[config.mk]
export PLATFORM = sky130hd
export DESIGN_NAME = pcileech_ft601_rx
export DESIGN_NICKNAME = d
export VERILOG_FILES = /design/src/rtl/pcileech_ft601_rx_pkg.sv /design/src/rtl/pcileech_ft601_rx_skidfifo.sv /design/src/rtl/pcileech_ft601_rx.sv
export SDC_FILE = /design/constraint.sdc
export NUM_CORES = 1
export LEC_CHECK = 0
export ABC_AREA = 1
export CORE_AREA = 4 4 148 150
export CTS_CLUSTER_SIZE = 30
export DETAILED_ROUTE_END_ITERATION = 8
export DIE_AREA = 0 0 152 154
export PLACE_DENSITY = 0.76
export SETUP_SLACK_MARGIN = 0.15
export SYNTH_ARGS = -nofsm -noshare
export SYNTH_HDL_FRONTEND = slang
export SYNTH_SLANG_ARGS = --single-unit
[constraint.sdc]
create_clock -name ft601_clk -period 4.1 [get_ports ft601_clk]
set_input_delay 1.025 -clock ft601_clk [delete_from_list [all_inputs] [get_ports ft601_clk]]
set_output_delay 1.025 -clock ft601_clk [all_outputs]
set_load 0.02 [all_outputs]
[src/rtl/pcileech_ft601_rx_pkg.sv]
// Shared types for the FT601 read engine: FSM state encoding and byte-enable constant.
package pcileech_ft601_rx_pkg;

  typedef enum logic [1:0] {
    IDLE,
    TURN,
    READ,
    DRAIN
  } rx_state_e;

  localparam logic [3:0] FT601_BE_FULL = 4'hF;

endpackage

[src/rtl/pcileech_ft601_rx_skidfifo.sv]
// Circular skid FIFO with an extra pointer MSB to tell full from empty.
module pcileech_ft601_rx_skidfifo
  import pcileech_ft601_rx_pkg::*;
#(
  parameter  int unsigned DEPTH = 8,
  parameter  int unsigned WIDTH = 32,
  localparam int unsigned AW    = $clog2(DEPTH)
) (
  input  logic             clk_i,
  input  logic             rst_i,
  input  logic             push_i,
  input  logic [WIDTH-1:0] din_i,
  input  logic             pop_i,
  output logic [WIDTH-1:0] dout_o,
  output logic [AW:0]      count_o,
  output logic             full_o,
  output logic             empty_o
);

  logic [WIDTH-1:0] mem_q [DEPTH];
  logic [AW:0]      wr_ptr_q, wr_ptr_d;
  logic [AW:0]      rd_ptr_q, rd_ptr_d;
  logic             do_push, do_pop;

  assign empty_o = (wr_ptr_q == rd_ptr_q);
  assign full_o  = ((wr_ptr_q ^ rd_ptr_q) == {1'b1, {AW{1'b0}}});
  assign count_o = wr_ptr_q - rd_ptr_q;

  assign do_push = push_i && !full_o;
  assign do_pop  = pop_i && !empty_o;

  // Empty FIFO presents zero so dout has a defined value out of reset.
  assign dout_o = empty_o ? '0 : mem_q[rd_ptr_q[AW-1:0]];

  always_comb begin
    wr_ptr_d = wr_ptr_q;
    rd_ptr_d = rd_ptr_q;
    if (do_push) wr_ptr_d = wr_ptr_q + 1'b1;
    if (do_pop)  rd_ptr_d = rd_ptr_q + 1'b1;
  end

  always_ff @(posedge clk_i or posedge rst_i) begin
    if (rst_i) begin
      wr_ptr_q <= '0;
      rd_ptr_q <= '0;
    end else begin
      wr_ptr_q <= wr_ptr_d;
      rd_ptr_q <= rd_ptr_d;
    end
  end

  always_ff @(posedge clk_i) begin
    if (do_push) mem_q[wr_ptr_q[AW-1:0]] <= din_i;
  end

endmodule

[src/rtl/pcileech_ft601_rx.sv]
// FT601 245-sync read engine: drains host data into a skid FIFO with valid/ready output.
// Optional byte-enable filter (drop partial words, count them) under FT601_RX_BE_FILTER_EN.
module pcileech_ft601_rx
  import pcileech_ft601_rx_pkg::*;
#(
  parameter int unsigned SKID_DEPTH = 8,
  parameter int unsigned SKID_SLACK = 3
) (
  input  logic        ft601_clk,
  input  logic        rst,
  input  logic        ft601_rxf_n,
  input  logic [31:0] ft601_data_in,
  input  logic [3:0]  ft601_be_in,
  input  logic        tx_busy,
  output logic        ft601_oe_n,
  output logic        ft601_rd_n,
  output logic        rx_active,
  output logic [31:0] dout,
  output logic        dout_valid,
  input  logic        dout_ready,
  output logic [15:0] err_cnt
);

  localparam int unsigned AW = $clog2(SKID_DEPTH);
  localparam logic [AW:0] SPACE_MAX = (AW+1)'(SKID_DEPTH - SKID_SLACK);

  logic        rxf_q;
  logic [31:0] data_q;
  logic [3:0]  be_q;
  logic        rd_n_d1_q;

  rx_state_e   state_q;
  logic        drain_q;
  logic        oe_n_q, rd_n_q, rx_active_q;

  logic        capture, push, pop;
  logic        fifo_full, fifo_empty;
  logic [AW:0] fifo_count;
  logic        space_ok;

  always_ff @(posedge ft601_clk or posedge rst) begin
    if (rst) begin
      rxf_q     <= 1'b1;
      data_q    <= '0;
      be_q      <= '0;
      rd_n_d1_q <= 1'b1;
    end else begin
      rxf_q     <= ft601_rxf_n;
      data_q    <= ft601_data_in;
      be_q      <= ft601_be_in;
      rd_n_d1_q <= rd_n_q;
    end
  end

  // A word is valid when the strobe was low in the same cycle the pads were sampled.
  assign capture  = !rd_n_d1_q && !rxf_q;
  assign space_ok = (fifo_count <= SPACE_MAX);
  assign pop      = dout_valid && dout_ready;

`ifdef FT601_RX_BE_FILTER_EN
  logic [15:0] err_cnt_q;
  logic        drop;

  assign drop = capture && (be_q != FT601_BE_FULL);
  assign push = capture && (be_q == FT601_BE_FULL);

  always_ff @(posedge ft601_clk or posedge rst) begin
    if (rst) begin
      err_cnt_q <= '0;
    end else if (drop && (err_cnt_q != '1)) begin
      err_cnt_q <= err_cnt_q + 1'b1;
    end
  end

  assign err_cnt = err_cnt_q;
`else
  logic unused_be;

  assign unused_be = ^be_q;
  assign push      = capture;
  assign err_cnt   = '0;
`endif

  // Pin registers are updated together with the state, so each pin moves on the transition edge.
  always_ff @(posedge ft601_clk or posedge rst) begin
    if (rst) begin
      state_q     <= IDLE;
      drain_q     <= 1'b0;
      oe_n_q      <= 1'b1;
      rd_n_q      <= 1'b1;
      rx_active_q <= 1'b0;
    end else begin
      case (state_q)
        IDLE: begin
          if (!rxf_q && !tx_busy && space_ok) begin
            state_q     <= TURN;
            oe_n_q      <= 1'b0;
            rx_active_q <= 1'b1;
          end
        end
        TURN: begin
          state_q <= READ;
          rd_n_q  <= 1'b0;
        end
        READ: begin
          if (rxf_q || !space_ok) begin
            state_q <= DRAIN;
            rd_n_q  <= 1'b1;
            drain_q <= 1'b0;
          end
        end
        DRAIN: begin
          if (drain_q) begin
            state_q     <= IDLE;
            oe_n_q      <= 1'b1;
            rx_active_q <= 1'b0;
          end else begin
            drain_q <= 1'b1;
          end
        end
      endcase
    end
  end

  assign ft601_oe_n = oe_n_q;
  assign ft601_rd_n = rd_n_q;
  assign rx_active  = rx_active_q;
  assign dout_valid = !fifo_empty;

  pcileech_ft601_rx_skidfifo #(
    .DEPTH (SKID_DEPTH),
    .WIDTH (32)
  ) u_skid (
    .clk_i   (ft601_clk),
    .rst_i   (rst),
    .push_i  (push),
    .din_i   (data_q),
    .pop_i   (pop),
    .dout_o  (dout),
    .count_o (fifo_count),
    .full_o  (fifo_full),
    .empty_o (fifo_empty)
  );

  a_no_overflow : assert property (@(posedge ft601_clk) disable iff (rst) !(push && fifo_full));

endmodule

==> results.yml <==
status:
  status: "finished clean"
floorplanning:
  die_area_mm2: 0.02341
  core_area_mm2: 0.02069
  ios: 93
  fp.dieW_um: 152
  start_util: 0.5701
  die_h_um: 154
  num_rows: 53
critical_path:
  worstRegToRegCells: 8
  arrival_ns: 2.83
  r2r_start: "u_skid.rd_ptr_q[0]$_DFFE_PP0P_"
  cp.required_ns: 3.07
  end_kind: "output pin"
  regToRegEndpoint: "u_skid.mem_q[0][26]$_DFFE_PP_"
  cp_max_fo: 18
  crit_path_start_kind: "flip-flop"
  worst-setup-path-type: "reg -> out"
  r2r_setup_slack_ns: 1.32
routing:
  met2_length_um: 12130
  drc: 0
  vias: 7242
  first_pass_iters: 5
  drt-met1-wl_um: 9739
  drtAntennaViolNets: 0
  finalWirelength_um: 24500
  wl_met3_um: 1958
  vias_per_cell: 5.702
  drt_iter0_drc: 659
  highest_layer: "met5"
  wire_per_inst_um: 19.29
cells_and_area:
  instances_no_fill: 1270
  num_antenna_cells: 0
  nFillCells: 1447
  mostFrequentLayoutCells: "edfxtp_1 (256), nor2_1 (201), o21ai_0 (131)"
  nets: 1023
  multi_input_comb_area_mm2: 0.002526
  area_delta_synth_final_pct: 16.83
  layout_commonest_cell: "edfxtp_1"
  regArea_mm2: 0.008899
  drive_gt1_frac: 0.09548
synthesis:
  syn_area_per_cell_um2: 13.15
  yosysSeqAreaShare: 0.7540
  synth_cells: 897
  synth.distinct_cells: 28
  ys_ff_latch: 304
  netlist_area_mm2: 0.01180
  yosys_warnings: 0
placement:
  dp_slack_ns: 0.5423
  hpwlAfterDp_um: 13030
  dp.cells: 1215
  gp_congestion: 0.7635
  io_buffer_count: 72
sta:
  skew_ns: 0.01234
  hold_viol: 0
  fin_hold_ws_ns: 0.3855
  worstMarginPinSlew_ns: 0.8080
  rsz0062_at_grt: "yes"
  min_period_over_period: 0.9405
  setup_viol: 0
  worst_slack_ns: 0.2438
  timing.fmax_ghz: 0.2593
  fin_crit_ns: 3.856
  tns_ns: 0
  max_slew_margin: 0.4601
  report.final.slew_viol_count: 0
power_and_ir_drop:
  total_power_uw: 10620
  switchingPower_uw: 3930
  netSwitchingFraction: 0.3701
  p_per_area_mw_per_mm2: 770.5
  ir_worst_vdd_mv: 0.5034
  p_clk_frac: 0.242
  internal-power_uw: 6689
  power.leakage_uw: 0.004933
  seq_power_share: 0.372
  combinationalPowerShare: 0.386
cts:
  clock_sink_count: 304
  insertion_delay_ns: 0.54
  postCtsHoldBufs: 0
  cts_tree: "done"
  cts_buffers: 29
  h-tree-depth: 1
  cts_root_buf: "clkbuf_16"
  clk_pin_slew_ns: 0.06
  cts_buffer_depth: 3
min_path:
  hold_end: "rd_n_d1_q$_DFF_PP1_"
  hp-start: "ft601_rd_n$_DFFE_PP1P_"
  hp-class: "reg -> reg"
  min_delay_path_depth: 0
global_route:
  grt_use_total: 0.2079
  grt_max_degree: 74
  grt.overflow.total: 0
  antenna_found_initial: 1
  grt_pass1_vias: 7208
  grt_pass1_wl_um: 38450
flow_run:
  maxCapViolCount: 0
synth_stat cells, drive strengths merged:
master | n | area (um^2)
nand2 | 37 | 146.4
buf | 45 | 320.3
a31oi | 32 | 200.2
o22ai | 32 | 200.2
xor2 | 5 | 43.79
edfxtp | 256 | 7687
a22o | 1 | 8.760
dfstp | 4 | 105.1
inv | 21 | 78.82
nor2 | 209 | 787.0
a21oi | 2 | 10.01
ha | 9 | 112.6
nand3 | 7 | 35.03
clkbuf | 23 | 90.08
dfrtp | 44 | 1101
fa | 1 | 20.02
or2 | 3 | 18.77
conb | 1 | 3.750
o21ai | 165 | 825.8
power by group through the flow:
stage	clock network [uW]	registers (uW)	logic (uW)
floorplan	0	3960	2680
global placement	0	4010	4130
detailed placement	0	4020	4210
CTS	2610	3940	4180
global route	2750	3980	4500
finish	2570	3950	4100
what timing repair did:
| action | CTS | global route |
|---|---|---|
| buffers inserted | 1 | 0 |
| gates resized for setup | 16 | 16 |
| pin swaps | 0 | 0 |
| endpoints found under the setup margin | 29 | 18 |
| endpoints found under the hold margin | 0 | 0 |
through the flow:
step,util,area [um^2]
after global routing,0.6661,13780
final,0.6661,13780
after detailed placement,0.6193,12810
after CTS,0.6641,13740
after global placement,0.6193,12810
after floorplan,-,11850
worst max path at each step:
stage          depth (start not counted)                      startpoint                            to  slack, ns
4_1_cts                                8  u_skid.rd_ptr_q[0]$_DFFE_PP0P_                      dout[29]       0.15
3_3_place_gp                           8  u_skid.rd_ptr_q[0]$_DFFE_PP0P_                      dout[15]       0.57
3_5_place_dp                           6  u_skid.rd_ptr_q[0]$_DFFE_PP0P_                      dout[28]       0.54
5_1_grt                                8  u_skid.rd_ptr_q[0]$_DFFE_PP0P_                      dout[18]       0.12
6_report                               8  u_skid.rd_ptr_q[0]$_DFFE_PP0P_                      dout[18]       0.24
2_1_floorplan                         10  u_skid.rd_ptr_q[1]$_DFFE_PP0P_  u_skid.mem_q[0][0]$_DFFE_PP_       0.67
cell type report:
type,instances,share of cell area
well taps,275,0.02497
repair buffers,97,0.07263
clock inverters,21,0.01380
clock buffers,33,0.05375
multi-input cells,519,0.1833
inverters,21,0.005811
flip-flops and latches,304,0.6457
state kept, by name, indices dropped and copies added, names as in the netlist:
| name | count |
|---|---|
| rx_active | 1 |
| state_q | 2 |
| ft601_rd_n | 1 |
| u_skid.rd_ptr_q | 4 |
| u_skid.mem_q | 256 |
| data_q | 32 |
| ft601_oe_n | 1 |
| u_skid.wr_ptr_q | 4 |
| rxf_q | 1 |
| rd_n_d1_q | 1 |
| drain_q | 1 |
cells by family after synthesis:
logic type	count (synthesis)	share of synthesized area
AND/OR/NAND/NOR	256	0.08370
AO/OA/AOI/OAI	232	0.1055
XOR/XNOR	5	0.003713
adder cells (fa/ha/maj)	10	0.01124
flip-flops	304	0.7540
buffers and inverters	89	0.04148
other	1	0.0003179
routing by layer:
layer	vias to the layer above	global-route usage
met5	-	0
li1	3350	-
met1	3509	0.2704
met2	321	0.3510
met4	2	0.08390
met3	60	0.03743
worst max-delay path, cell delays in order, from the launching register on:
cell and delay (ns):
dfrtp_4 0.59, ha_1 0.32, nand3_1 0.08, nor2_1 0.05, inv_1 0.08, buf_6 0.22
o21ai_0 0.14, a31oi_1 0.19, clkdlybuf4s50_1 0.63
Note: power is estimated with default switching activity, not from simulation.
